$ cat src/rtl/am_pwm_modulator.sv
// AM test-tone generator: a 16-entry sine LUT sets the duty cycle of a
// single-bit PWM output. Each sample is held for FOO PWM periods, so the
// low-pass filtered output carries an amplitude-modulated tone.
module am_pwm_modulator #(
  parameter int FOO                  = 10,
  parameter int AM_CLKS_IN_PWM_STEPS = 16,
  parameter int AM_PWM_STEPS         = 16
) (
  input  logic clk,
  input  logic rst,
  output logic pwm
);

  localparam int PRE_W  = (AM_CLKS_IN_PWM_STEPS > 1) ? $clog2(AM_CLKS_IN_PWM_STEPS) : 1;
  localparam int STEP_W = (AM_PWM_STEPS > 1) ? $clog2(AM_PWM_STEPS) : 1;
  localparam int PER_W  = (FOO > 1) ? $clog2(FOO) : 1;
  localparam int DUTY_W = $clog2(AM_PWM_STEPS) + 1;

  localparam logic [PRE_W-1:0]  PRE_MAX  = PRE_W'(AM_CLKS_IN_PWM_STEPS - 1);
  localparam logic [STEP_W-1:0] STEP_MAX = STEP_W'(AM_PWM_STEPS - 1);
  localparam logic [PER_W-1:0]  PER_MAX  = PER_W'(FOO - 1);

  // 128 + round(127*sin(2*pi*k/16))
  function automatic logic [7:0] lut(input logic [3:0] k);
    logic [7:0] v;
    case (k)
      4'd0:  v = 8'd128;
      4'd1:  v = 8'd177;
      4'd2:  v = 8'd218;
      4'd3:  v = 8'd245;
      4'd4:  v = 8'd255;
      4'd5:  v = 8'd245;
      4'd6:  v = 8'd218;
      4'd7:  v = 8'd177;
      4'd8:  v = 8'd128;
      4'd9:  v = 8'd79;
      4'd10: v = 8'd38;
      4'd11: v = 8'd11;
      4'd12: v = 8'd1;
      4'd13: v = 8'd11;
      4'd14: v = 8'd38;
      default: v = 8'd79;
    endcase
    return v;
  endfunction

  // Map the 8-bit sample onto the step range; truncation keeps duty below
  // AM_PWM_STEPS so every period has at least one low step.
  function automatic logic [DUTY_W-1:0] scale(input logic [7:0] v);
    return DUTY_W'((32'(v) * 32'(AM_PWM_STEPS)) >> 8);
  endfunction

  logic [PRE_W-1:0]  pre;
  logic [STEP_W-1:0] step;
  logic [PER_W-1:0]  per;
  logic [3:0]        idx;
  logic [DUTY_W-1:0] duty;

  logic       step_tick, per_bound, samp_bound;
  logic [3:0] idx_nxt;

  // Tick/boundary decode and the index as it will be after this edge
  always_comb begin
    step_tick  = (pre == PRE_MAX);
    per_bound  = step_tick && (step == STEP_MAX);
    samp_bound = per_bound && (per == PER_MAX);
    idx_nxt    = samp_bound ? idx + 4'd1 : idx;
  end

  // Counter chain, period-aligned duty reload, registered PWM compare
  always_ff @(posedge clk or negedge rst) begin
    if (!rst) begin
      pre  <= '0;
      step <= '0;
      per  <= '0;
      idx  <= '0;
      duty <= scale(lut(4'd0));
      pwm  <= 1'b0;
    end else begin
      pre <= step_tick ? '0 : pre + 1'b1;
      if (step_tick)
        step <= per_bound ? '0 : step + 1'b1;
      if (per_bound) begin
        per  <= samp_bound ? '0 : per + 1'b1;
        idx  <= idx_nxt;
        duty <= scale(lut(idx_nxt));
      end
      pwm <= ({1'b0, step} < duty);
    end
  end

endmodule

$ cat config.mk
export PLATFORM = sky130hd
export DESIGN_NAME = am_pwm_modulator
export DESIGN_NICKNAME = d
export VERILOG_FILES = /design/src/rtl/am_pwm_modulator.sv
export SDC_FILE = /design/constraint.sdc
export NUM_CORES = 1
export LEC_CHECK = 0
export CAP_MARGIN = 0
export CORE_AREA = 4 4 56 58
export CTS_CLUSTER_DIAMETER = 30
export CTS_CLUSTER_SIZE = 16
export DETAILED_ROUTE_END_ITERATION = 12
export DIE_AREA = 0 0 60 62
export GPL_TIMING_DRIVEN = 0
export HOLD_SLACK_MARGIN = 0.06
export SLEW_MARGIN = 25
export SYNTH_ARGS = -nofsm -noshare
export SYNTH_HDL_FRONTEND = slang
export SYNTH_SLANG_ARGS = --single-unit
$ cat constraint.sdc
create_clock -name clk -period 1.9 [get_ports clk]
set_input_delay 0.285 -clock clk [delete_from_list [all_inputs] [get_ports clk]]
set_output_delay 0.285 -clock clk [all_outputs]
set_load 0.01 [all_outputs]
* Word level (Yosys, flattened, before mapping)
Memories as Yosys holds them, arrays and structs flattened. A register that Yosys moved wholly into a read port is not among the register bits.
Cells that the tools add are included.
** Cells by class
- Add/subtract/negate cells :: 4
- Order comparisons :: 1
- Equality and inequality tests :: 3
- Multiplexer cells :: 4
- Reduce and logical (&&, ||, !) cells :: 3
** Operators with widths (count)
- $add A4 B1 Y4 const B :: 4
- $mux W4 :: 4
- $eq A4 B4 Y1 const B :: 3
- $lt A4 B4 Y1 :: 1
- $logic_and A1 B1 Y1 :: 2
- $logic_not A1 Y1 :: 1
** Word-level totals
- Flip-flop bits (word level) :: 17
- Memory bits (read-only) :: 128
- Input bits :: 2
- Output and inout port bits :: 1
- Logic and storage cells :: 21
- Memories :: 1
** Memories
- (no name shown) :: words 16, bits a word 8, rd ports 1, clocked after memory_dff 1, write ports 0, line 26 : case (k)

* Logic depth before layout (Yosys ltp)
Gate-level depths: netlist of run 1.
- Word-level depth :: 4
- Gate-level depth with buffers :: 7
- Mapped depth without buffers :: 7

* Least setup slack after synthesis of run 1
OpenSTA, ideal clock, no wires.
- Path kind :: reg-to-reg
- From :: register per[1]
- To :: register duty[2]
- Library setup time :: 0.077 ns
- Data arrival time :: 1.706 ns
- Data required time :: 1.823 ns
- Path slack :: 0.117 ns
- Stages on the path, launching flop included :: 8
- Buffers on the path :: 0
- Period minus slack after synthesis :: 1.783 ns
- Cell sequence :: dfrtp_1 inv_1 ha_1 nand3b_1 nor3_2 mux2i_1 mux2_1 o21ai_1
** Between the ends
- Longest elaborated chain between the ends :: 3
** Ends and longest elaborated chain
- start: declaration :: line 55 : logic [PER_W-1:0] per;
- start signal: assignment :: line 84 : per <= samp_bound ? '0 : per + 1'b1;
- $eq A4 B4 Y1 :: line 66 : samp_bound = per_bound && (per == PER_MAX);
- $logic_and A1 B1 Y1 :: line 66
- $mux W4 :: line 67 : idx_nxt = samp_bound ? idx + 4'd1 : idx;
- end: declaration :: line 57 : logic [DUTY_W-1:0] duty;
Every way passes these cells.
A chain may end at the register's enable or synchronous reset.

* Final worst setup path of run 1
- From :: register per[0]
- To :: register duty[2]
The elaborated chain is that of the path after synthesis.

==> results of run 1 <==
final cells by class:
class	count	share of cell area, %
buffer	2	0.562
clock buffer	4	1.97
inverter	7	1.97
multi-input combinational	78	45.9
sequential	21	39.5
tap	31	2.91
timing repair buffer	12	7.22
state kept, by name, indices dropped and copies added, names as in the netlist:
name	flops
duty	4
idx	4
pwm	1
pre	4
per	4
step	4
layer usage:
metal | vias to the layer above | track usage (%) | wire length (um)
met3 | 4 | 2.69 | 37
li1 | 419 | - | -
met5 | - | 0 | 0
met4 | 0 | 6.01 | 25
met1 | 407 | 15.8 | 947
met2 | 5 | 19.3 | 949
cells in the final DEF (no fill, tap or decap), types with 4 or more instances in the layout:
| cell type | synthesis | routed |
|---|---|---|
| sky130_fd_sc_hd__xnor2_1 | 4 | 4 |
| sky130_fd_sc_hd__nor2_1 | 6 | 6 |
| sky130_fd_sc_hd__ha_1 | 8 | 6 |
| sky130_fd_sc_hd__nand2_1 | 12 | 12 |
| sky130_fd_sc_hd__buf_4 | 0 | 8 |
| sky130_fd_sc_hd__inv_1 | 7 | 7 |
| sky130_fd_sc_hd__xor2_1 | 5 | 5 |
| sky130_fd_sc_hd__dfrtp_1 | 20 | 20 |
| sky130_fd_sc_hd__o21ai_0 | 7 | 7 |
cells by family (layout without fill, tap and decap cells):
logic type / Yosys count / in the layout / synth area share [%]
simple gates: 36 / 36 / 17.5
flops: 21 / 21 / 46.7
compound gates: 20 / 20 / 12.2
xor+xnor: 9 / 9 / 6.98
buf+inv: 9 / 25 / 2.99
fa+ha+maj: 8 / 8 / 8.87
mux: 5 / 5 / 4.77
worst max path at each step:
| stage | slack, ns | end |
|---|---|---|
| after floorplan | 0.12 | duty[2] |
| after global placement | -0.12 | duty[1] |
| after detailed placement | -0.16 | duty[1] |
| after CTS | 0.03 | duty[2] |
| after global routing | -0.09 | duty[2] |
| final | 0.05 | duty[2] |
where the power goes:
part           switching [mW]  internal, mW
clock network           0.128        0.0816
registers                   0         0.447
logic                 0.00845       0.00207
total                   0.137         0.531
critical path: cells and delay by family (launching register included):
family | cells | cell delay [ns]
AND/OR/NAND/NOR | 2 | 0.27
AO/OA/AOI/OAI | 1 | 0.11
multiplexers | 2 | 0.57
adder cells (fa/ha/maj) | 1 | 0.22
buffers and inverters | 1 | 0.14
flip-flops | 1 | 0.47
repair_timing:
item                                   in CTS  in global routing
endpoints found under the hold margin       0                 20
pin swaps                                   1                  2
hold buffers                                0                  1
gates resized for setup                     4                  5
setup endpoints to repair                   4                  4
setup buffers                               4                  5
==> results.txt, run 1 <==
Across every metal layer, demand over resource in global routing totals 12.2%. In the finished design, the share of the clock period the worst path needs comes to 97.3%. In this run the worst setup path begins at per[0]. The largest driver fanout on the critical path came out at 6. The total CTS buffers came out at 3. For this run, the top clock speed supported by timing is 541 MHz. The root buffer selected by CTS is sky130_fd_sc_hd__clkbuf_4. The first-pass iteration count of the detailed router came out at 4. The last weighted congestion value of the routability-driven placer came out at 0.789. The largest total area in the synthesized netlist belongs to sky130_fd_sc_hd__dfrtp_1.

The critical-path cell with the highest stage delay is sky130_fd_sc_hd__dfrtp_1. In this run the critical register-to-register path is launched from per[0]. The path class of the tightest hold or removal check is input port to async pin. The area of placed instances is 1190 sq um. The number of cells on the worst reg-to-reg path came out at 7. The full die area came out at 3720 sq um. The relative area change from synthesis to final layout is 18.3%.

The die is 62 um tall. The number of antenna violations at the first check in global routing is 0. The nature of the critical path startpoint is a register.

The worst path meets setup with 0.0520 ns of slack. The number of vias in the routed layout is 835. The post-detailed-route wirelength per cell came out at 12.6 um. Summed over all cells, the static leakage comes to 0.570 nW. TritonCTS built the clock tree. The ratio of routed vias to standard cells came out at 5.39. In the post-synthesis netlist, the biggest area contributors are sky130_fd_sc_hd__dfrtp_1 44%, sky130_fd_sc_hd__ha_1 8.9%, sky130_fd_sc_hd__nand2_1 4.0%. The floorplan has 19 rows. The clock passes through at most 2 buffers. The first-pass GRT wire length came out at 3400 um.

The worst setup path is captured at a register. For this run, the slowest stage of the critical path takes 0.47 ns. The measured slew at the worst slew-check pin came out at 0.472 ns.

The total wire length came out at 1960 um. The max-capacitance violation count is 0. The final routed DRC violation total came out at 0. The worst slack at placement is -0.159 ns.

The required time reported for the critical path endpoint came out at 2.13 ns. The number of warnings reported in the yosys synthesis log is 0. The run finished with clean final reports. The number of placed instances, taps included, is 141. For this configuration, the core starts out at a cell density of 42.4%. The fraction of layout cells with a size suffix above 1 is 21.0%. After clock tree synthesis, the clock-pin slew on the worst setup and hold paths is 0.11 ns. The areal power density over the cells came out at 500 nW/um^2. Setup total negative slack on the finished layout was measured at 0 ns. The area of the mapped netlist came out at 1130 sq um. The number of antenna-violating nets in the routed design is 0. The floorplan core area came out at 2660 sq um. The pin count of the biggest net entering global routing is 22. After global routing the overflow that remains totals 0. The data arrival at the endpoint of the critical path came out at 2.08 ns. The number of setup violations in the final report is 0.

The number of pins exceeding their max-slew limit in the final report came out at 0. In this run the tightest slew margin relative to its limit is 68.5%. The flip-flop and latch count after synthesis is 21.

The number of nets handed over by synthesis was 118. The critical path is of the register to register type. The end-of-flow core utilization came out at 50.1%. The number of input and output port buffers inserted came out at 2.

The final cell count without fillers came out at 155. The number of synthesized flops with an enable pin is 0. The setup slack on the worst flop-to-flop path is 0.05 ns. The total area of multi-input combinational cells is 613 sq um.

The main flop type after synthesis is sky130_fd_sc_hd__dfrtp_1. In the final layout, flip-flops and latches occupy 527 sq um. The via count of the first global-routing pass was 782.

The unique cell type count in the Yosys netlist is 35. The number of filler instances in the final layout is 255. The horizontal extent of the die is 60 um.

In this run the critical register-to-register path is captured at duty[2]. The TritonCTS sink count came out at 21. The DRC marker count from the first detailed-route iteration came out at 21. The wire-length estimate of the detail-placed layout is 1370 um. Counting flops with an async set or reset pin after synthesis yields a share of 100%.

The count of nets after finishing is 135. The total power came out at 667 uW. The mean cell area of the mapped netlist is 10.4 sq um. The commonest cells after synthesis are 20 x sky130_fd_sc_hd__dfrtp_1, 12 x sky130_fd_sc_hd__nand2_1, 8 x sky130_fd_sc_hd__ha_1. Sequential elements use 46.7% of the synthesized area. The number of antenna repair diodes is 0.

Setup repair after global routing could not meet its margin everywhere. The tightest hold path in the finished design has a slack of 0.457 ns. The clock latency reported for the late side of the worst-skew pair came out at 0.29 ns.

The number of placed I/O pins came out at 3. The number of instances in the synthesized netlist came out at 108. Summed over its instances, the top area cell type makes up 44.3% of the synthesized netlist area. The final critical-path required period came out at 1.85 ns. Among all cell types in the netlist, the one instantiated most often is sky130_fd_sc_hd__dfrtp_1. The hold violation total from the final report is 0. The finished cells cover 1340 sq um. The worst ir drop on vdd came out at 0.305 mV. The H-tree depth is 1.

Walking the worst path, the cells encountered are ha_2 -> nand3b_1 -> buf_6 -> nor3_4 -> mux2i_1 -> mux2_1 -> o21ai_1. The setup clock skew after layout is 0.00248 ns.
Power figures use the tool's default switching activity.
==> inputs of run 2 (changes only) <==
--- a/config.mk
+++ b/config.mk
@@ -5,6 +5,7 @@
 export SDC_FILE = /design/constraint.sdc
 export NUM_CORES = 1
 export LEC_CHECK = 0
+export ABC_AREA = 1
 export CAP_MARGIN = 0
 export CORE_AREA = 4 4 56 58
 export CTS_CLUSTER_DIAMETER = 30
@@ -13,6 +14,7 @@
 export DIE_AREA = 0 0 60 62
 export GPL_TIMING_DRIVEN = 0
 export HOLD_SLACK_MARGIN = 0.06
+export SKIP_LAST_GASP = 1
 export SLEW_MARGIN = 25
 export SYNTH_ARGS = -nofsm -noshare
 export SYNTH_HDL_FRONTEND = slang
==> run 2 against run 1 <==
Cell count rose by 8.4%. Register-to-register slack improved by 0.16 ns. Cell area fell by 5.6%. Clock power rose by 2%. Clock-buffer cell count fell by 1. First-iteration DRC count rose by 29%.
==> results.txt, run 2 <==
The number of vias in the routed layout is 818 (was 835). The floorplan die height came out at 62 um (unchanged). The area of placed instances is 1200 sq um (was 1190 sq um). The post-detailed-route wirelength per cell came out at 11.2 um (was 12.6 um).

The worst slew slack as a fraction of its limit came out at 68.3% (was 68.5%). The required time reported for the critical path endpoint was 2.11 ns (was 2.13 ns). The number of antenna-violating nets in the routed design is 0 (unchanged). The top cell type by total area after synthesis is sky130_fd_sc_hd__dfrtp_1 (unchanged). The most common cell in the netlist is sky130_fd_sc_hd__nand2_1 (was sky130_fd_sc_hd__dfrtp_1). The end-of-flow core utilization came out at 47.3% (was 50.1%). The family of cells with the greatest summed delay on the critical path is simple AND/OR/NAND/NOR gates (was multiplexers). The cell type with the highest occurrence count on the critical path is sky130_fd_sc_hd__nand2_1. The DRC marker count from the first detailed-route iteration is 27 (was 21). The fraction of synthesis flops using an asynchronous set or reset pin came out at 100% (unchanged). The overall fraction of global-route tracks in use is 12.7% (was 12.2%). The floorplan row count is 19 (unchanged). The number of setup violations in the final report is 0 (unchanged). The last weighted congestion value of the routability-driven placer came out at 0.752 (was 0.789). Commonest cells in the synthesized netlist: 28 x sky130_fd_sc_hd__nand2_1, 20 x sky130_fd_sc_hd__dfrtp_1, 17 x sky130_fd_sc_hd__inv_1 (was 20 x sky130_fd_sc_hd__dfrtp_1, 12 x sky130_fd_sc_hd__nand2_1, 8 x sky130_fd_sc_hd__ha_1). The total congestion overflow after global routing is 0 (unchanged).

The data arrival at the endpoint of the critical path came to 1.90 ns (was 2.08 ns). The nature of the critical path startpoint is a register (unchanged). The worst setup path startpoint is step[1] (was per[0]). The ratio of routed vias to standard cells came to 4.87 (was 5.39). The final cell area excluding filler cells came out at 1260 sq um (was 1340 sq um). The commonest non-fill, non-tap cell in the layout is sky130_fd_sc_hd__nand2_1 (was sky130_fd_sc_hd__dfrtp_1). The fmax is 592 MHz (was 541 MHz). The number of pins exceeding their max-slew limit in the final report came out at 0 (unchanged). The element type at the critical path end is a register (unchanged).

The number of input and output port buffers inserted is 2 (unchanged). The CTS tree is yes (unchanged). The total CTS buffers came out at 3 (unchanged). The standby leakage power is 0.686 nW (was 0.570 nW). The final routed DRC violation total came out at 0 (unchanged). The full die area came out at 3720 sq um (unchanged). The tightest hold margin is 0.462 ns (was 0.457 ns). Cell-by-cell listing of the critical path: ha_1 -> nand3_4 -> nor2_8 -> buf_4 -> nand3_1 -> nand2_1 -> nand2_1 -> nand2_1 -> nand3_1 -> nand3_1 -> nand2_1 (was ha_2 -> nand3b_1 -> buf_6 -> nor3_4 -> mux2i_1 -> mux2_1 -> o21ai_1). The largest driver fanout on the critical path came out at 7 (was 6).

Ranking of synthesized cells by area: sky130_fd_sc_hd__dfrtp_1 44%, sky130_fd_sc_hd__nand2_1 9.2%, sky130_fd_sc_hd__ha_1 8.7% (was sky130_fd_sc_hd__dfrtp_1 44%, sky130_fd_sc_hd__ha_1 8.9%, sky130_fd_sc_hd__nand2_1 4.0%). The worst setup path category was register to register (unchanged). The unique cell type count in the Yosys netlist is 25 (was 35). The root buffer selected by CTS is sky130_fd_sc_hd__clkbuf_4 (unchanged). The count of nets after finishing is 148 (was 135).

The floorplan core area is 2660 sq um (unchanged). The largest incremental delay on the critical path is 0.42 ns (was 0.47 ns). The worst ir drop on vdd is 0.383 mV (was 0.305 mV). The top-area cell type share of the netlist area was 43.7% (was 44.3%). Most used cells in the layout excluding fill and tap cells: 28 x sky130_fd_sc_hd__nand2_1, 20 x sky130_fd_sc_hd__dfrtp_1, 16 x sky130_fd_sc_hd__inv_1, 12 x sky130_fd_sc_hd__nand3_1 (was 20 x sky130_fd_sc_hd__dfrtp_1, 12 x sky130_fd_sc_hd__nand2_1, 8 x sky130_fd_sc_hd__buf_4, 7 x sky130_fd_sc_hd__inv_1, 7 x sky130_fd_sc_hd__o21ai_0). The via count of the first global-routing pass was 800 (was 782). Status: completed (unchanged). The final cell count without fillers came out at 168 (was 155). The clock latency reported for the late side of the worst-skew pair came out at 0.30 ns (was 0.29 ns).

The clock-pin slew on the worst setup and hold paths was 0.12 ns (was 0.11 ns). The area of the mapped netlist is 1150 sq um (was 1130 sq um). The critical-path cell with the highest stage delay is sky130_fd_sc_hd__dfrtp_1 (unchanged).

The number of synthesized flops with an enable pin was 0 (unchanged). The number of warnings reported in the yosys synthesis log is 0 (unchanged). The number of antenna repair diodes is 0 (unchanged).

The total wire length came out at 1880 um (was 1960 um). The number of placed I/O pins is 3 (unchanged). The total power is 672 uW (was 667 uW). The mean cell area of the mapped netlist is 9.02 sq um (was 10.4 sq um).

The measured slew at the worst slew-check pin came out at 0.475 ns (was 0.472 ns). The number of buffers and inverters on the critical path is 1 (unchanged). The H-tree depth came to 1 (unchanged). The proportion of synthesized chip area in sequential cells is 46.0% (was 46.7%).

Setup repair after global routing missed its margin: no (was yes). The number of antenna violations at the first check in global routing was 0 (unchanged). The worst hold path class was input port to async pin (unchanged). The total placed cells including tap cells is 160 (was 141). The relative area change from synthesis to final layout is 9.93% (was 18.3%).

The setup clock skew after layout came to 0.00244 ns (was 0.00248 ns). The synthesized net count was 137 (was 118). The number of instances in the synthesized netlist came to 127 (was 108). The horizontal extent of the die is 60 um (unchanged). The maximum clock insertion buffer count is 2 (unchanged). The initial core utilization was 43.0% (was 42.4%). The first-pass iteration count of the detailed router is 4 (unchanged). The final clock period utilization by the worst path is 88.9% (was 97.3%). The least setup slack across all paths after layout came out at 0.211 ns (was 0.0520 ns).

The fraction of layout cells with a size suffix above 1 came out at 19.0% (was 21.0%). The final critical-path required period is 1.69 ns (was 1.85 ns). The setup TNS after final layout came out at 0 ns (unchanged). The worst slack at placement came to 0.186 ns (was -0.159 ns). The first-pass GRT wire length is 3480 um (was 3400 um). The flip-flop and latch count after synthesis is 21 (unchanged).

The areal power density over the cells came out at 533 nW/um^2 (was 500 nW/um^2). The post-detailed-placement half-perimeter wirelength came out at 1440 um (was 1370 um). The startpoint of the worst register-to-register path is step[1] (was per[0]). The max-capacitance violation count is 0 (unchanged). The pin count of the biggest net entering global routing was 22 (unchanged). The TritonCTS sink count is 21 (unchanged). The main flop type after synthesis is sky130_fd_sc_hd__dfrtp_1 (unchanged). The hold violation total from the final report is 0 (unchanged).
==> run 2: cell count changes after synthesis, moves of 4 or more <==
| cell | previous run | this run |
|---|---|---|
| sky130_fd_sc_hd__nand2_1 | 12 | 28 |
| sky130_fd_sc_hd__inv_1 | 7 | 17 |
| sky130_fd_sc_hd__nand3_1 | 3 | 12 |
| sky130_fd_sc_hd__a21oi_1 | 2 | 8 |
| sky130_fd_sc_hd__nand2_2 | 0 | 4 |
| sky130_fd_sc_hd__o21ai_0 | 7 | 3 |
==> run 2: timing repair <==
| action | 4_1_cts | 5_1_grt |
|---|---|---|
| setup endpoints to repair | 0 | 1 |
| buffers inserted | 0 | 3 |
| hold buffers | 0 | 1 |
| hold endpoints to repair | 0 | 20 |
| gates resized for setup | 0 | 1 |
==> run 2: cell type report <==
class                      instances  area [sq um]
fill                             261          1400
multi-input combinational         86           544
sequential                        21           527
inverter                          20          75.1
timing repair buffer               6          47.5
tap                               31          38.8
clock buffer                       3          22.5
clock inverter                     1          5.00
==> run 2: cells by family (layout without fill, tap and decap cells) <==
kind of cell             after synthesis  after routing  share of synthesized area [%]
flip-flops                            21             21                           46.0
adder cells (fa/ha/maj)                8              8                           8.73
XOR/XNOR                               4              4                           3.06
AND/OR/NAND/NOR                       57             57                           26.7
AO/OA/AOI/OAI                         17             17                           8.95
buffers and inverters                 20             30                           6.55
==> run 2: report_power, final <==
group / total [mW] / switching, mW / internal (mW)
Sequential: 0.447 / 0 / 0.447
Clock: 0.214 / 0.136 / 0.0784
Combinational: 0.0107 / 0.00867 / 0.00208
Total: 0.672 / 0.144 / 0.527
==> run 2: routing by layer <==
metal	routed length (um)	track usage, %	share of wire [%]	vias to the layer above
met1	910	15.3	48	374
met5	0	0	0	-
li1	-	-	-	432
met4	37	5.70	2.0	0
met2	897	22.1	48	8
met3	38	2.48	2.0	4
==> run 2: path summary, 6_finish.rpt <==
path / end / slack (ns) / cells after the start
setup / recovery: duty[2] / 0.21 / 11
hold / removal: pre[0] / 0.46 / 2
setup reg to reg: duty[2] / 0.21 / 11
hold reg to reg: per[3] / 0.48 / 1
max in group asynchronous: duty[3] / 1.09 / 2
min in group clk: per[3] / 0.48 / 1
